`src/rtl/aes_mix_columns.sv`:
```
// AES MixColumns / InvMixColumns over the full 128-bit state, all four columns in parallel.
// Optional single output register stage with a valid flag; no backpressure.
module aes_mix_columns #(
    parameter int REG_OUT = 1
) (
    input  logic         clk,
    input  logic         rst_n,
    input  logic         in_valid,
    input  logic         inv,
    input  logic [127:0] state_in,
    output logic         out_valid,
    output logic [127:0] state_out
);

    function automatic logic [7:0] xtime(input logic [7:0] x);
        return {x[6:0], 1'b0} ^ (x[7] ? 8'h1b : 8'h00);
    endfunction

    // One column: a0 is the most significant byte; inverse coefficients come from
    // 2x/4x/8x chains so no multiplier tables are needed.
    function automatic logic [31:0] mix_column(input logic [31:0] col, input logic inv_mode);
        logic [7:0] a0, a1, a2, a3;
        logic [7:0] m2_0, m2_1, m2_2, m2_3;
        logic [7:0] m3_0, m3_1, m3_2, m3_3;
        logic [7:0] m4_0, m4_1, m4_2, m4_3;
        logic [7:0] m8_0, m8_1, m8_2, m8_3;
        logic [7:0] m9_0, m9_1, m9_2, m9_3;
        logic [7:0] mb_0, mb_1, mb_2, mb_3;
        logic [7:0] md_0, md_1, md_2, md_3;
        logic [7:0] me_0, me_1, me_2, me_3;
        logic [31:0] fwd_col, inv_col;
        a0 = col[31:24];
        a1 = col[23:16];
        a2 = col[15:8];
        a3 = col[7:0];
        m2_0 = xtime(a0);   m2_1 = xtime(a1);   m2_2 = xtime(a2);   m2_3 = xtime(a3);
        m3_0 = m2_0 ^ a0;   m3_1 = m2_1 ^ a1;   m3_2 = m2_2 ^ a2;   m3_3 = m2_3 ^ a3;
        m4_0 = xtime(m2_0); m4_1 = xtime(m2_1); m4_2 = xtime(m2_2); m4_3 = xtime(m2_3);
        m8_0 = xtime(m4_0); m8_1 = xtime(m4_1); m8_2 = xtime(m4_2); m8_3 = xtime(m4_3);
        m9_0 = m8_0 ^ a0;   m9_1 = m8_1 ^ a1;   m9_2 = m8_2 ^ a2;   m9_3 = m8_3 ^ a3;
        mb_0 = m9_0 ^ m2_0; mb_1 = m9_1 ^ m2_1; mb_2 = m9_2 ^ m2_2; mb_3 = m9_3 ^ m2_3;
        md_0 = m9_0 ^ m4_0; md_1 = m9_1 ^ m4_1; md_2 = m9_2 ^ m4_2; md_3 = m9_3 ^ m4_3;
        me_0 = m8_0 ^ m4_0 ^ m2_0;
        me_1 = m8_1 ^ m4_1 ^ m2_1;
        me_2 = m8_2 ^ m4_2 ^ m2_2;
        me_3 = m8_3 ^ m4_3 ^ m2_3;
        fwd_col = {m2_0 ^ m3_1 ^ a2   ^ a3,
                   a0   ^ m2_1 ^ m3_2 ^ a3,
                   a0   ^ a1   ^ m2_2 ^ m3_3,
                   m3_0 ^ a1   ^ a2   ^ m2_3};
        inv_col = {me_0 ^ mb_1 ^ md_2 ^ m9_3,
                   m9_0 ^ me_1 ^ mb_2 ^ md_3,
                   md_0 ^ m9_1 ^ me_2 ^ mb_3,
                   mb_0 ^ md_1 ^ m9_2 ^ me_3};
        return inv_mode ? inv_col : fwd_col;
    endfunction

    logic [127:0] result;

    always_comb begin
        result = '0;
        for (int c = 0; c < 4; c++) begin
            result[127 - 32*c -: 32] = mix_column(state_in[127 - 32*c -: 32], inv);
        end
    end

    generate
        if (REG_OUT != 0) begin : g_reg
            logic [127:0] state_out_d, state_out_q;
            logic         out_valid_d, out_valid_q;

            // Output holds its last value when no new state is presented.
            always_comb begin
                state_out_d = state_out_q;
                out_valid_d = in_valid;
                if (in_valid) begin
                    state_out_d = result;
                end
            end

            always_ff @(posedge clk or negedge rst_n) begin
                if (!rst_n) begin
                    state_out_q <= '0;
                    out_valid_q <= 1'b0;
                end else begin
                    state_out_q <= state_out_d;
                    out_valid_q <= out_valid_d;
                end
            end

            assign state_out = state_out_q;
            assign out_valid = out_valid_q;
        end else begin : g_comb
            logic unused_clk_rst;
            assign unused_clk_rst = clk ^ rst_n;
            assign state_out      = result;
            assign out_valid      = in_valid;
        end
    endgenerate

endmodule

```
`config.mk`:
```
export PLATFORM = sky130hd
export DESIGN_NAME = aes_mix_columns
export DESIGN_NICKNAME = d
export VERILOG_FILES = /design/src/rtl/aes_mix_columns.sv
export SDC_FILE = /design/constraint.sdc
export NUM_CORES = 1
export LEC_CHECK = 0
export CAP_MARGIN = 5
export CORE_ASPECT_RATIO = 0.9
export CORE_MARGIN = 5
export CORE_UTILIZATION = 51
export DETAILED_ROUTE_END_ITERATION = 10
export GPL_TIMING_DRIVEN = 0
export HOLD_SLACK_MARGIN = 0.02
export MAX_ROUTING_LAYER = met4
export PLACE_DENSITY = 0.77
export SYNTH_ARGS = -nofsm -noshare
export SYNTH_HDL_FRONTEND = slang
export SYNTH_SLANG_ARGS = --single-unit
```
`constraint.sdc`:
```
create_clock -name clk -period 1.22 [get_ports clk]
set_clock_uncertainty 0.1 [all_clocks]
set_input_delay 0.183 -clock clk [delete_from_list [all_inputs] [get_ports clk]]
set_output_delay 0.183 -clock clk [all_outputs]
set_load 0.02 [all_outputs]
```
==> flow_summary_export.csv, run 1 <==
group,metric,value,unit
status,status,"finished, violations left",
status,failed_checks,"setup timing",
synth,syn-num-nets,1737,
routing,wirelength,84200,µm
floorplan,die_area,34800,µm²
sta,fmax,507,MHz
global_routing,antenna_found_initial,2,
routing,ant_nets,0,
routing,vias_per_cell,6.39,
place,place_ws,-1700,ps
routing,drt_iter0_drc,2454,
power,vdd_drop_max,1400,µV
synth,synth_top_area_cell,"xnor2_1",
synth,synthTopCellsByArea,"xnor2_1 32%, dfrtp_1 20%, xnor3_1 17%",
floorplan,fp-row-count,61,
routing,wl_per_cell,31.9,µm
sta,finalCriticalPeriod,1970,ps
floorplan,start_util,51.5,%
synth,synth.distinct_cells,40,
synth,syn_area,15900,µm²
clock_tree,cts_buffers,17,
synth,async_reset_ff_share,100,%
floorplan,core,30800,µm²
synth,ys_top_cells_by_count,"580 x xnor2_1, 179 x xor2_1, 159 x nor2_1, 133 x a21oi_1, 129 x dfrtp_1",
synth,yosysSeqAreaShare,20.3,%
final_layout,fin_nets,2348,
global_routing,grt_pass1_wl,95600,µm
clock_tree,cts_max_path_buffers,2,
global_routing,grt_pass1_vias,15100,
synth,synth_seq_cells,129,
sta,worst_pin_slew,772,ps
sta,hold_viol,0,
min_path,min_path_type,"input port to async pin",
setup_path,path_class,"input port to flip-flop",
routing,drc,0,
routing,vias,16900,
floorplan,pin_count,261,
clock_tree,clock-sinks,129,
routing,first_pass_iters,7,
sta,timing.final.crit_share,162,%
place,place.gp.congestion,0.920,
sta,setup_slack,-751,ps
synth,yosys_most_used_dff,"dfrtp_1",
clock_tree,root_buffer,"clkbuf_16",
global_routing,grt.total_usage,37.9,%
floorplan,die_h,177,µm
synth,yosysMostFrequentCell,"xnor2_1",
global_routing,gr-total-overflow,0,
place,io_buffers,159,
power,pwr_density_cell,1660,nW/µm²
place,hpwl,42200,µm
synth,synthDominantCellAreaShare,32.0,%
setup_path,cp-end-kind,"flip-flop",
power,finalPower,47600,µW
clock_tree,cts_tree,"built",
synth,synth_edf_count,0,
final_layout,area_delta_synth_final,80.9,%
synth,netlist_instances,1605,
clock_tree,clk_pin_slew,80,ps
setup_path,r2r-end,"state_out[80]",
setup_path,worstReg2RegStart,"state_out[80]",
power,p_leak,0.0129,µW
floorplan,die_x,196,µm
sta,grt_setup_unrepaired,"yes",
final_layout,drive_gt1_share,53.7,%
sta,setup_viol,257,
sta,report.final.slew_viol_count,0,
clock_tree,clk_latency,440,ps
global_routing,grt_max_degree,77,
final_layout,fin_util,93.1,%
setup_path,critical_path_required,1470,ps
run,cap_violations,0,
setup_path,cp-start-kind,"input port",
synth,ys_warn_count,0,
synth,postSynthAreaPerCell,9.89,µm²
setup_path,rrSetupSlack,70,ps
setup_path,crit_fanout,5,
setup_path,ff2ff_path_depth,4,
setup_path,cp.arrival,2220,ps
clock_tree,htreeDepth,4,
sta,relSlewSlack,48.6,%
## per-layer routing
metal / vias to the layer above / GRT usage [%] / share of wire, %
li1: 6330 / - / -
met1: 8152 / 47.6 / 33
met2: 1752 / 61.3 / 46
met3: 643 / 7.12 / 12
met4: 0 / 15.0 / 9.4
met5: - / - / 0
## area by class of cell
class | count | area, µm²
plain buffers | 148 | 2370
inverters | 2 | 16.3
clock buffers | 21 | 470
fillers | 882 | 2120
diodes | 3 | 7.51
flip-flops and latches | 129 | 3230
multi-input cells | 1326 | 16300
well taps | 409 | 512
repair buffers | 592 | 5660
clock inverters | 11 | 175
## kinds of logic (layout without fill, tap and decap cells)
family                 Yosys count  in the layout  synth area share [%]
AND/OR/NAND/NOR                213            213                  5.18
buffers and inverters          150            774                  3.90
XOR/XNOR                       911            911                  63.2
flip-flops                     129            129                  20.3
multiplexers                    17             17                  1.08
other                            0              3                     0
AO/OA/AOI/OAI                  185            185                  6.31
## cell usage in the layout (no fill, tap or decap), types with 20 or more instances in the layout
cell type,count
xnor2_1,358
buf_4,326
buf_6,224
nor2_1,157
dfrtp_1,126
xnor2_2,118
xnor2_4,114
xor2_1,100
a21oi_1,99
xnor3_1,78
clkbuf_16,51
xor2_2,46
buf_12,43
xnor3_2,43
xor2_4,35
a21oi_2,33
nand2_1,31
clkbuf_8,26
buf_8,25
clkbuf_4,20
## registers in the layout, summed over array words and instances, names as in the netlist
name,count
state_out,128
out_valid,1
## critical path, stage by stage
cell     delay (ps)
buf_12          120
xor2_4          230
xor3_2          540
buf_6           160
xnor2_4         140
xnor3_1         280
or3_1           370
a31oi_1         190
## per-stage QoR
stage | hold slack (ps) | TNS [ps] | cells | cell area (µm²)
2_1_floorplan | -213 | -61730 | 1605 | 18500
3_3_place_gp | 363 | -873550 | 2173 | 20700
3_5_place_dp | 81.8 | -169360 | 2174 | 20700
4_1_cts | 85.9 | -35700 | 2476 | 26000
5_1_grt | 165 | -58240 | 2640 | 28700
6_report | 149 | -55050 | 2641 | 28700
## how the worst max path moves through the flow
stage	from	to	slack, ps	cells past startpoint
after global placement	rst_n	state_out[43]	-5500	1
after floorplan	state_in[118]	state_out[116]	-930	7
after global routing	state_in[58]	state_out[53]	-780	8
final	state_in[58]	state_out[53]	-750	8
after CTS	state_in[126]	state_out[116]	-630	6
after detailed placement	state_in[21]	state_out[12]	-1700	7
## what timing repair did
| action | in CTS | in global routing |
|---|---|---|
| pin swaps | 321 | 261 |
| setup buffers | 268 | 175 |
| cloned | 0 | 0 |
| gates resized for setup | 1385 | 270 |
| hold buffers | 2 | 0 |
| endpoints found under the hold margin | 54 | 0 |
| endpoints found under the setup margin | 257 | 332 |
## power breakdown
| group | internal, µW | switching [µW] | total, µW |
|---|---|---|---|
| registers | 5920 | 1830 | 7750 |
| clock network | 3610 | 2440 | 6050 |
| logic | 17400 | 16300 | 33800 |
(Power assumes the default switching activity.)
==> run 2, diff against run 1 <==
Settings changed: CELL_PAD_IN_SITES_DETAIL_PLACEMENT from default to 1, CELL_PAD_IN_SITES_GLOBAL_PLACEMENT from default to 2, CORE_UTILIZATION 51 to 35, PLACE_DENSITY 0.77 to default, PLACE_DENSITY_LB_ADDON from default to 0.1.
==> run 2 against run 1 <==
Hold slack worse by 97 ps. Count of clock-buffer cells in the layout stayed put. Sequential power is 4.1% lower. Combinational power is 2% lower. Global-route usage is 9.7 points lower. The flow still finishes with violations (setup timing). Highest routed layer unchanged. Routed wire length is 8.1% lower. Utilization is 29 points lower.
==> flow_summary_export.csv, run 2 (synthesized netlist as in run 1, its figures left out) <==
group,metric,value,unit
floorplan,die_x,234,µm
clock_tree,htreeDepth,4,
global_routing,grt_max_degree,83,
floorplan,die_area,49700,µm²
sta,setup_viol,252,
min_path,whs_path_depth,4,
final_layout,drive_gt1_share,55.9,%
clock_tree,clk_latency,460,ps
floorplan,die_h,212,µm
power,p_leak,0.0130,µW
final_layout,area_delta_synth_final,83.5,%
power,clkPwrFrac,11.1,%
final_layout,largest_register_ffs,128,
clock_tree,clk_pin_slew,70,ps
place,dp_cells,2373,
clock_tree,cts_buffers,17,
status,status,"finished, violations left",
floorplan,start_util,35.2,%
power,vdd_drop_max,1240,µV
final_layout,layout_commonest_cell,"buf_4",
sta,timing.final.crit_share,144,%
routing,vias_per_cell,5.05,
final_layout,fin_nets,2334,
floorplan,core,45100,µm²
floorplan,pin_count,261,
final_layout,fin_cells,2823,
setup_path,critical_path_required,1460,ps
final_layout,n_antenna_cell,0,
min_path,min_path_type,"input port to flip-flop",
sta,worst_pin_slew,696,ps
routing,drt_iter0_drc,850,
routing,first_pass_iters,5,
run,cap_violations,0,
global_routing,grt.total_usage,28.2,%
place,io_buffers,159,
final_layout,fill_cells,4398,
status,failed_checks,"setup timing",
sta,relSlewSlack,53.6,%
final_layout,multiInputGateArea,16600,µm²
routing,wirelength,77400,µm
routing,drc,0,
sta,grt_setup_unrepaired,"yes",
clock_tree,cts_max_path_buffers,2,
power,p_sw_share,41.9,%
sta,report.final.slew_viol_count,0,
setup_path,cp.arrival,1990,ps
setup_path,cp-end-kind,"flip-flop",
place,hpwl,47900,µm
global_routing,antenna_found_initial,1,
setup_path,path_class,"input port to flip-flop",
setup_path,crit_fanout,5,
sta,hold_viol,0,
clock_tree,cts_tree,"built",
power,pwr_density_cell,1570,nW/µm²
sta,setup_tns,-42580,ps
final_layout,final-seq-area,3230,µm²
final_layout,final_cell_mix,"330 x buf_4, 323 x xnor2_1, 206 x buf_6",
global_routing,grt_pass1_vias,14400,
clock_tree,root_buffer,"clkbuf_16",
power,seqPwrFrac,16.3,%
sta,fmax,571,MHz
sta,setup_slack,-531,ps
power,internal-power,26500,µW
power,switchingPower,19200,µW
power,p_comb_share,72.7,%
sta,finalCriticalPeriod,1750,ps
routing,vias,14300,
place,place.gp.congestion,0.883,
clock_tree,clock-sinks,129,
routing,ant_nets,0,
setup_path,cp-start-kind,"input port",
routing,wl_per_cell,27.4,µm
setup_path,ff2ff_path_depth,4,
global_routing,gr-total-overflow,0,
final_layout,fin_util,64.6,%
global_routing,grt_pass1_wl,98700,µm
floorplan,fp-row-count,74,
## run 2: changes by cell type in the layout (fill, tap and decap cells not counted), sizes merged
cell | previous run | this run
inv | 2 | 1
clkbuf | 119 | 122
buf | 639 | 622
clkinvlp | 3 | 6
diode | 3 | 0
bufinv | 4 | 0
clkinv | 4 | 6
## run 2: per-stage QoR
step	total power (µW)	setup WS (ps)	hold WS (ps)	area, µm²
after floorplan	22900	-934	-213	18500
after detailed placement	30700	-1780	49.0	20900
after global placement	30400	-5720	365	20900
after global routing	47300	-572	71.8	29100
final	45700	-531	52.5	29100
after CTS	41300	-540	49.1	26300
## run 2: power by group through the flow
stage          combinational (µW)  sequential [µW]  clock [µW]
2_1_floorplan               14000             8850           0
3_3_place_gp                23300             7070           0
3_5_place_dp                23600             7110           0
4_1_cts                     28900             7360        5060
5_1_grt                     34500             7570        5270
6_report                    33200             7430        5060
## run 2: repair_timing
item                                    4_1_cts  5_1_grt
setup buffers                               247      179
endpoints found under the setup margin      257      331
endpoints found under the hold margin        49        0
cloned                                        0        1
pin swaps                                   289      260
hold buffers                                  2        0
gates resized for setup                    1443      289
## run 2: worst paths after layout
kind / slack, ps / end / start
worst min register to register: 410 / state_out[91] / state_out[91]
worst max register to register: 120 / state_out[83] / state_out[83]
max in group asynchronous: 200 / state_out[121] / rst_n
min in group asynchronous: 140 / state_out[98] / rst_n
worst min-delay path: 50 / state_out[49] / state_in[40]
worst max-delay path: -530 / state_out[116] / state_in[114]
## run 2: routing by layer
layer | GRT usage (%) | share of wire, % | vias to the layer above
li1 | - | - | 6288
met1 | 37.4 | 42 | 7442
met2 | 47.0 | 52 | 432
met3 | 3.12 | 4.0 | 104
met4 | 6.26 | 2.3 | 0
met5 | - | 0 | -
## run 2: cell type report
class,count,area share (%)
clock buffer,21,1.62
clock inverter,11,0.284
sequential,129,11.1
timing repair buffer,578,19.0
inverter,2,0.0559
tap,608,2.61
buffer,148,8.35
multi-input combinational,1326,56.9
## run 2: worst max-delay path: stages
cell	delay [ps]
clkbuf_8	150
xnor2_4	190
xnor3_2	430
xor2_4	200
xor3_1	370
and2_1	170
a221o_1	290
